$ cat src/rtl/mips_ctrl_pkg.sv
// Shared encodings for the multicycle MIPS control unit:
// opcodes, FSM states, datapath select codes and the control word.
package mips_ctrl_pkg;

    localparam logic [5:0] OP_RTYPE = 6'b000000;
    localparam logic [5:0] OP_LW    = 6'b100011;
    localparam logic [5:0] OP_SW    = 6'b101011;
    localparam logic [5:0] OP_BEQ   = 6'b000100;
    localparam logic [5:0] OP_J     = 6'b000010;
    localparam logic [5:0] OP_ADDI  = 6'b001000;

    typedef enum logic [3:0] {
        S_FETCH   = 4'd0,
        S_DECODE  = 4'd1,
        S_MEMADDR = 4'd2,
        S_MEMRD   = 4'd3,
        S_MEMWB   = 4'd4,
        S_MEMWR   = 4'd5,
        S_REX     = 4'd6,
        S_RWB     = 4'd7,
        S_IEX     = 4'd8,
        S_IWB     = 4'd9,
        S_BRANCH  = 4'd10,
        S_JUMP    = 4'd11,
        S_TRAP    = 4'd12
    } state_t;

    typedef enum logic [1:0] {
        ALU_ADD   = 2'b00,
        ALU_SUB   = 2'b01,
        ALU_FUNCT = 2'b10
    } aluop_t;

    typedef enum logic [1:0] {
        SRCB_REG     = 2'b00,
        SRCB_FOUR    = 2'b01,
        SRCB_IMM     = 2'b10,
        SRCB_IMM_SH2 = 2'b11
    } srcb_t;

    typedef enum logic [1:0] {
        PC_ALU    = 2'b00,
        PC_ALUOUT = 2'b01,
        PC_JUMP   = 2'b10
    } pcsrc_t;

    typedef struct packed {
        logic   reg_dst;
        logic   alu_src_a;
        logic   i_or_d;
        logic   mem_to_reg;
        aluop_t alu_op;
        srcb_t  alu_src_b;
        pcsrc_t pc_source;
        logic   mem_read;
        logic   mem_write;
        logic   ir_write;
        logic   reg_write;
        logic   pc_write;
        logic   illegal;
    } ctrl_t;

    function automatic state_t dispatch(input logic [5:0] op);
        state_t s;
        s = S_TRAP;
        unique case (1'b1)
            op == OP_RTYPE:               s = S_REX;
            op == OP_LW || op == OP_SW:   s = S_MEMADDR;
            op == OP_BEQ:                 s = S_BRANCH;
            op == OP_J:                   s = S_JUMP;
            op == OP_ADDI:                s = S_IEX;
            default:                      s = S_TRAP;
        endcase
        return s;
    endfunction

endpackage

$ cat src/rtl/ctrl_decode.sv
// Combinational control-word decode from the current FSM state,
// with the memory handshake and zero-flag qualifiers applied.
module ctrl_decode
    import mips_ctrl_pkg::*;
(
    input  state_t state,
    input  logic   imem_ready,
    input  logic   alu_zero,
    output ctrl_t  ctrl
);

    always_comb begin
        ctrl = '0;
        unique case (state)
            S_FETCH: begin
                ctrl.mem_read  = 1'b1;
                ctrl.alu_src_b = SRCB_FOUR;
                ctrl.ir_write  = imem_ready;
                ctrl.pc_write  = imem_ready;
            end
            S_DECODE: begin
                ctrl.alu_src_b = SRCB_IMM_SH2;
            end
            S_MEMADDR, S_IEX: begin
                ctrl.alu_src_a = 1'b1;
                ctrl.alu_src_b = SRCB_IMM;
            end
            S_MEMRD: begin
                ctrl.mem_read = 1'b1;
                ctrl.i_or_d   = 1'b1;
            end
            S_MEMWB: begin
                ctrl.reg_write  = 1'b1;
                ctrl.mem_to_reg = 1'b1;
            end
            S_MEMWR: begin
                ctrl.mem_write = 1'b1;
                ctrl.i_or_d    = 1'b1;
            end
            S_REX: begin
                ctrl.alu_src_a = 1'b1;
                ctrl.alu_op    = ALU_FUNCT;
            end
            S_RWB: begin
                ctrl.reg_write = 1'b1;
                ctrl.reg_dst   = 1'b1;
            end
            S_IWB: begin
                ctrl.reg_write = 1'b1;
            end
            S_BRANCH: begin
                ctrl.alu_src_a = 1'b1;
                ctrl.alu_op    = ALU_SUB;
                ctrl.pc_source = PC_ALUOUT;
                ctrl.pc_write  = alu_zero;
            end
            S_JUMP: begin
                ctrl.pc_source = PC_JUMP;
                ctrl.pc_write  = 1'b1;
            end
            S_TRAP: begin
                ctrl.illegal = 1'b1;
            end
            default: ctrl = '0;
        endcase
    end

endmodule

$ cat src/rtl/multicycle_ctrl.sv
// Multicycle MIPS control FSM: state register and next-state logic;
// the control word comes from ctrl_decode and is blanked during reset.
module multicycle_ctrl
    import mips_ctrl_pkg::*;
(
    input  logic       clk,
    input  logic       rst,
    input  logic [5:0] iopcode,
    input  logic       imem_ready,
    input  logic       iALU_zero,
    output logic       oSig_RegDst,
    output logic       oSig_ALUSrcA,
    output logic       oSig_IorD,
    output logic       oSig_MemToReg,
    output logic [1:0] oSig_ALUOp,
    output logic [1:0] oSig_ALUSrcB,
    output logic [1:0] oSig_PCSource,
    output logic       oSig_MemRead,
    output logic       oSig_MemWrite,
    output logic       oSig_IRWrite,
    output logic       oSig_RegWrite,
    output logic       oSig_PCWrite,
    output logic       oillegal,
    output logic [3:0] ostate
);

    state_t state;
    state_t state_n;
    ctrl_t  dec;
    ctrl_t  ctrl;

    always_comb begin
        state_n = state;
        unique case (state)
            S_FETCH:   if (imem_ready) state_n = S_DECODE;
            S_DECODE:  state_n = dispatch(iopcode);
            S_MEMADDR: state_n = (iopcode == OP_SW) ? S_MEMWR : S_MEMRD;
            S_MEMRD:   if (imem_ready) state_n = S_MEMWB;
            S_MEMWR:   if (imem_ready) state_n = S_FETCH;
            S_REX:     state_n = S_RWB;
            S_IEX:     state_n = S_IWB;
            S_MEMWB, S_RWB, S_IWB, S_BRANCH, S_JUMP:
                       state_n = S_FETCH;
            S_TRAP:    state_n = S_TRAP;
            default:   state_n = S_FETCH;
        endcase
    end

    always_ff @(posedge clk or posedge rst) begin
        if (rst) state <= S_FETCH;
        else     state <= state_n;
    end

    ctrl_decode u_decode (
        .state      (state),
        .imem_ready (imem_ready),
        .alu_zero   (iALU_zero),
        .ctrl       (dec)
    );

    // FETCH decodes to MemRead=1, so reset must gate the word itself.
    assign ctrl = rst ? '0 : dec;

    assign oSig_RegDst   = ctrl.reg_dst;
    assign oSig_ALUSrcA  = ctrl.alu_src_a;
    assign oSig_IorD     = ctrl.i_or_d;
    assign oSig_MemToReg = ctrl.mem_to_reg;
    assign oSig_ALUOp    = ctrl.alu_op;
    assign oSig_ALUSrcB  = ctrl.alu_src_b;
    assign oSig_PCSource = ctrl.pc_source;
    assign oSig_MemRead  = ctrl.mem_read;
    assign oSig_MemWrite = ctrl.mem_write;
    assign oSig_IRWrite  = ctrl.ir_write;
    assign oSig_RegWrite = ctrl.reg_write;
    assign oSig_PCWrite  = ctrl.pc_write;
    assign oillegal      = ctrl.illegal;
    assign ostate        = rst ? 4'd0 : state;

endmodule

$ cat config.mk
export PLATFORM = sky130hd
export DESIGN_NAME = multicycle_ctrl
export DESIGN_NICKNAME = d
export VERILOG_FILES = /design/src/rtl/mips_ctrl_pkg.sv /design/src/rtl/ctrl_decode.sv /design/src/rtl/multicycle_ctrl.sv
export SDC_FILE = /design/constraint.sdc
export NUM_CORES = 1
export LEC_CHECK = 0
export CAP_MARGIN = 40
export CORE_MARGIN = 3
export CORE_UTILIZATION = 45
export CTS_CLUSTER_DIAMETER = 100
export DETAILED_ROUTE_END_ITERATION = 10
export PLACE_DENSITY_LB_ADDON = 0.1
export SLEW_MARGIN = 20
export SYNTH_ARGS = -nofsm -noshare
export SYNTH_HDL_FRONTEND = slang
export SYNTH_HIERARCHICAL = 1
export SYNTH_SLANG_ARGS = --single-unit
$ cat constraint.sdc
create_clock -name clk -period 2.3 [get_ports clk]
set_input_delay 0.345 -clock clk [delete_from_list [all_inputs] [get_ports clk]]
set_output_delay 0.345 -clock clk [all_outputs]
set_load 0.005 [all_outputs]
# Word-level counts from Yosys, hierarchy flattened
# Cells that the tools add are included.
# totals
reg_bits	4
input_bits	10
output_inout_bits	20
wordCells	51
# op_classes
n_eq_ne	20
n_mux	21
n_reduce_logical	9
# ops
op	n
4-bit one-hot mux with 8 select lines	1
4-bit == test, second input constant	5
4-bit one-hot mux with 5 select lines	1
4-bit by 3-bit == test with 1-bit output, second input constant	4
16-bit two-way mux	1
4-bit two-way mux	4
6-bit == test, second input constant	2
1-bit two-way mux	9
4-bit by 2-bit == test with 1-bit output, second input constant	2
2-bit one-hot mux with 2 select lines	2
6-bit by 2-bit == test with 1-bit output, second input constant	1
6-bit by 3-bit == test with 1-bit output, second input constant	1
6-bit by 4-bit == test with 1-bit output, second input constant	1
6-bit zero test	1
2-bit inequality test, second input constant	3
2-bit one-hot mux with 3 select lines	1
2-bit OR reduction	3
4-bit by 1-bit == test with 1-bit output, second input constant	1
4-bit zero test	1
4-bit OR reduction	1
3-bit two-way mux	1
1-bit one-hot mux with 3 select lines	1
3-bit AND reduction	1
3-bit OR reduction	1
1-bit logical OR	1

# Logic depth before layout (Yosys ltp)
# depth
word_depth	4
mapped_depth	5
mapped_depth_nobuf	4

# Hierarchy
# The synthesis kept the hierarchy.
# modules_own_cells
mod	n_inst	cells_per_inst	area_per_inst_um2	seq_area_each_um2
multicycle_ctrl	1	70	509.2	100.1
ctrl_decode	1	37	215.2	0.0

# Worst setup path before layout
# Ideal clock, no wire load.
# synth_timing
kind	register to output
startpoint	register state[1]
endpoint	output oSig_PCWrite
arrival_time_ps	1232
required_time_ps	1955
slack_ps	723
path_stages_with_launch	4
n_path_buf	0
path_cell_list	dfrtp_1 -> or4b_1 -> a21oi_1 -> nor2b_1
# synth_lines
item	line_no	source
from (decl)	multicycle_ctrl.sv:27	state_t state;
from (signal assigned)	multicycle_ctrl.sv:51	else state <= state_n;
to (decl)	multicycle_ctrl.sv:22	output logic oSig_PCWrite,

==> load_flow_metrics.sql <==
INSERT INTO impl_metrics (metric_group, metric, value, unit) VALUES
('cells_and_area', 'nNetsFinal', '152', ''),
('cells_and_area', 'layout-area-overhead-vs-synth', '49.4', '%'),
('cells_and_area', 'layout.filler_cells', '112', ''),
('die', 'design.portCount', '30', ''),
('clock_network', 'clk_pin_slew', '0.04', 'ns'),
('die', 'floorplan.core_area', '1400', 'sq um'),
('placement', 'place.detailed.hpwl', '1460', 'um'),
('global_routing', 'first_global_vias', '808', ''),
('global_routing', 'antenna_found_initial', '0', ''),
('cells_and_area', 'final_cell_area', '1080', 'sq um'),
('pwr', 'power_per_cell_area', '817', 'nW/um^2'),
('global_routing', 'grt.overflow.total', '0', ''),
('route', 'route.detailed.drc', '0', ''),
('global_routing', 'gr-usage-all-layers', '21.3', '%'),
('placement', 'total_cell_area_at_the_placement_stage', '1060', 'sq um'),
('die', 'die_area', '2130', 'sq um'),
('die', 'start_util', '51.8', '%'),
('route', 'via_count', '851', ''),
('status', 'run_status', 'completed', ''),
('global_routing', 'use_met3', '2.34', '%'),
('cells_and_area', 'registers.top_by_ff_count', 'state', ''),
('die', 'die_h', '46.1', 'um'),
('pwr', 'power.leakage', '0.449', 'nW'),
('timing', 'worstMarginPinSlew', '0.392', 'ns'),
('critical_path', 'critPathCaptureType', 'output pin', ''),
('clock_network', 'cts_buffers', '3', ''),
('route', 'route.final.wire_length', '1890', 'um'),
('cells_and_area', 'final_core_utilization', '77.4', '%'),
('cells_and_area', 'top_regs', 'state x4', ''),
('timing', 'setup_total_negative_slack', '0', 'ns'),
('timing', 'slew_violations', '0', ''),
('synthesis', 'synth-warning-count', '6', ''),
('critical_path', 'timing.critical_path.required', '1.96', 'ns'),
('synthesis', 'synthTopCellsByCount', 'sky130_fd_sc_hd__nor2b_1, sky130_fd_sc_hd__nor2_1, sky130_fd_sc_hd__nand2b_1', ''),
('synthesis', 'synth_async_sr_flop_share', '100', '%'),
('synthesis', 'synth_largest_type_area_fraction', '17.3', '%'),
('route', 'drt_iter0_markers', '24', ''),
('timing', 'fin_crit', '2.21', 'ns'),
('synthesis', 'syn_inst', '107', ''),
('route', 'firstDrtPassIters', '5', ''),
('placement', 'routabilityCongestion', '0.820', ''),
('timing', 'slew-limit-headroom', '73.7', '%'),
('clock_network', 'h-tree-depth', '1', ''),
('synthesis', 'synthMostInstantiatedCell', 'sky130_fd_sc_hd__nor2b_1', ''),
('timing', 'rsz0062_at_grt', 'no', ''),
('global_routing', 'met1_usage', '23.9', '%'),
('global_routing', 'top_usage_layer', 'met2', ''),
('global_routing', 'wire_length_of_the_first_global_routing_pass', '3350', 'um'),
('synthesis', 'yosys.cell_types.count', '37', ''),
('route', 'antenna_violating_nets_post_route', '0', ''),
('clock_network', 'root_buffer', 'sky130_fd_sc_hd__clkbuf_4', ''),
('critical_path', 'timing.critical_path.arrival', '1.87', 'ns'),
('cells_and_area', 'max_ffs_per_register', '4', ''),
('synthesis', 'synth.ff_latch_count', '4', ''),
('die', 'die_w', '46.1', 'um'),
('critical_path', 'startpoint_type', 'flop', ''),
('critical_path', 'worstPathMaxFanout', '4', ''),
('clock_network', 'clk_latency', '0.24', 'ns'),
('synthesis', 'seq_area_frac_synth', '13.8', '%'),
('cells_and_area', 'number_of_cells_in_the_finished_layout_apart_from_fillers', '155', ''),
('global_routing', 'global_route.usage.met2', '39.0', '%'),
('timing', 'layout_worst_path_cycle_share', '96.2', '%'),
('clock_network', 'postCtsHoldBufs', '0', ''),
('placement', 'numPlacedInstances', '152', ''),
('cells_and_area', 'number_of_inserted_diodes', '0', ''),
('synthesis', 'postSynthAreaPerCell', '6.77', 'sq um'),
('synthesis', 'synth_top_area_cell', 'sky130_fd_sc_hd__nor2b_1', ''),
('synthesis', 'ys_dominant_reg_cell', 'sky130_fd_sc_hd__dfrtp_1', ''),
('route', 'average_wire_per_cell_in_the_routed_design', '12.2', 'um'),
('pwr', 'post-layout-total-power', '885', 'uW'),
('timing', 'final.setup_skew', '0.00802', 'ns');
==> cell usage in the layout, fill, tap and decap left out, drive strengths merged, types with 2 or more instances in the layout <==
master         count
a21oi              4
and3               2
buf               10
clkbuf             3
clkdlybuf4s50     27
dfrtp              4
inv                5
nand2              7
nand2b             9
nand3              2
nor2              12
nor2b             20
nor3               4
nor3b              3
o211ai             2
o21ai              3
or4b               2
xnor2              2
==> where the power goes <==
part	switching, mW	total, mW	internal (mW)
Clock	0.0280	0.0863	0.0583
Combinational	0.310	0.675	0.364
Sequential	0.0260	0.124	0.0977
Total	0.364	0.885	0.520
==> critical path, cell delays in order, from the launching register on <==
cell and delay, ns:
sky130_fd_sc_hd__dfrtp_1 0.41, sky130_fd_sc_hd__or4b_1 0.55, sky130_fd_sc_hd__inv_1 0.06, sky130_fd_sc_hd__nor2b_1 0.11, sky130_fd_sc_hd__clkdlybuf4s50_1 0.50
==> cell families (layout without fill, tap and decap cells) <==
group | count (synthesis) | after routing | synth area share (%)
simple gates | 66 | 66 | 52.3
flops | 4 | 4 | 13.8
buf+inv | 14 | 47 | 9.50
compound gates | 20 | 20 | 20.7
xor+xnor | 3 | 3 | 3.63
==> what timing repair did <==
item | 4_1_cts | 5_1_grt
endpoints found under the hold margin | 0 | 0
gates resized for setup | 1 | 1
pin swaps | 1 | 0
endpoints found under the setup margin | 1 | 1
cloned | 0 | 0
buffers inserted | 0 | 0
==> area by class of cell <==
| class | instances | area, sq um | area share, % |
|---|---|---|---|
| Clock buffer | 3 | 22.5 | 2.08 |
| Timing Repair Buffer | 39 | 367 | 33.9 |
| Multi-Input combinational cell | 89 | 556 | 51.3 |
| Sequential cell | 4 | 100 | 9.25 |
| Tap cell | 15 | 18.8 | 1.73 |
| Inverter | 5 | 18.8 | 1.73 |
==> stage by stage <==
| step | hold WS [ns] | setup slack, ns |
|---|---|---|
| 2_1_floorplan | 0.322 | 0.723 |
| 3_3_place_gp | 0.631 | -0.0486 |
| 3_5_place_dp | 0.650 | -0.0907 |
| 4_1_cts | 0.504 | 0.0167 |
| 5_1_grt | 0.544 | 0.0264 |
| 6_report | 0.503 | 0.0870 |
==> routing by layer <==
layer	vias up	routed length, um
li1	439	-
met1	384	772
met4	0	15
met2	26	1000
met5	-	0
met3	2	97
==> final timing paths <==
| path | start | endpoint | slack (ns) | depth (start not counted) |
|---|---|---|---|---|
| max in group asynchronous | rst | state[0] | 1.64 | 3 |
| min in group clk | state[2] | state[0] | 0.65 | 2 |
| worst max-delay path | state[0] | oSig_MemToReg | 0.09 | 4 |
| worst min-delay path | rst | state[3] | 0.50 | 3 |
| worst min register to register | state[2] | state[0] | 0.65 | 2 |
| worst max register to register | state[2] | state[2] | 0.83 | 5 |
Power figures use the tool's default switching activity.
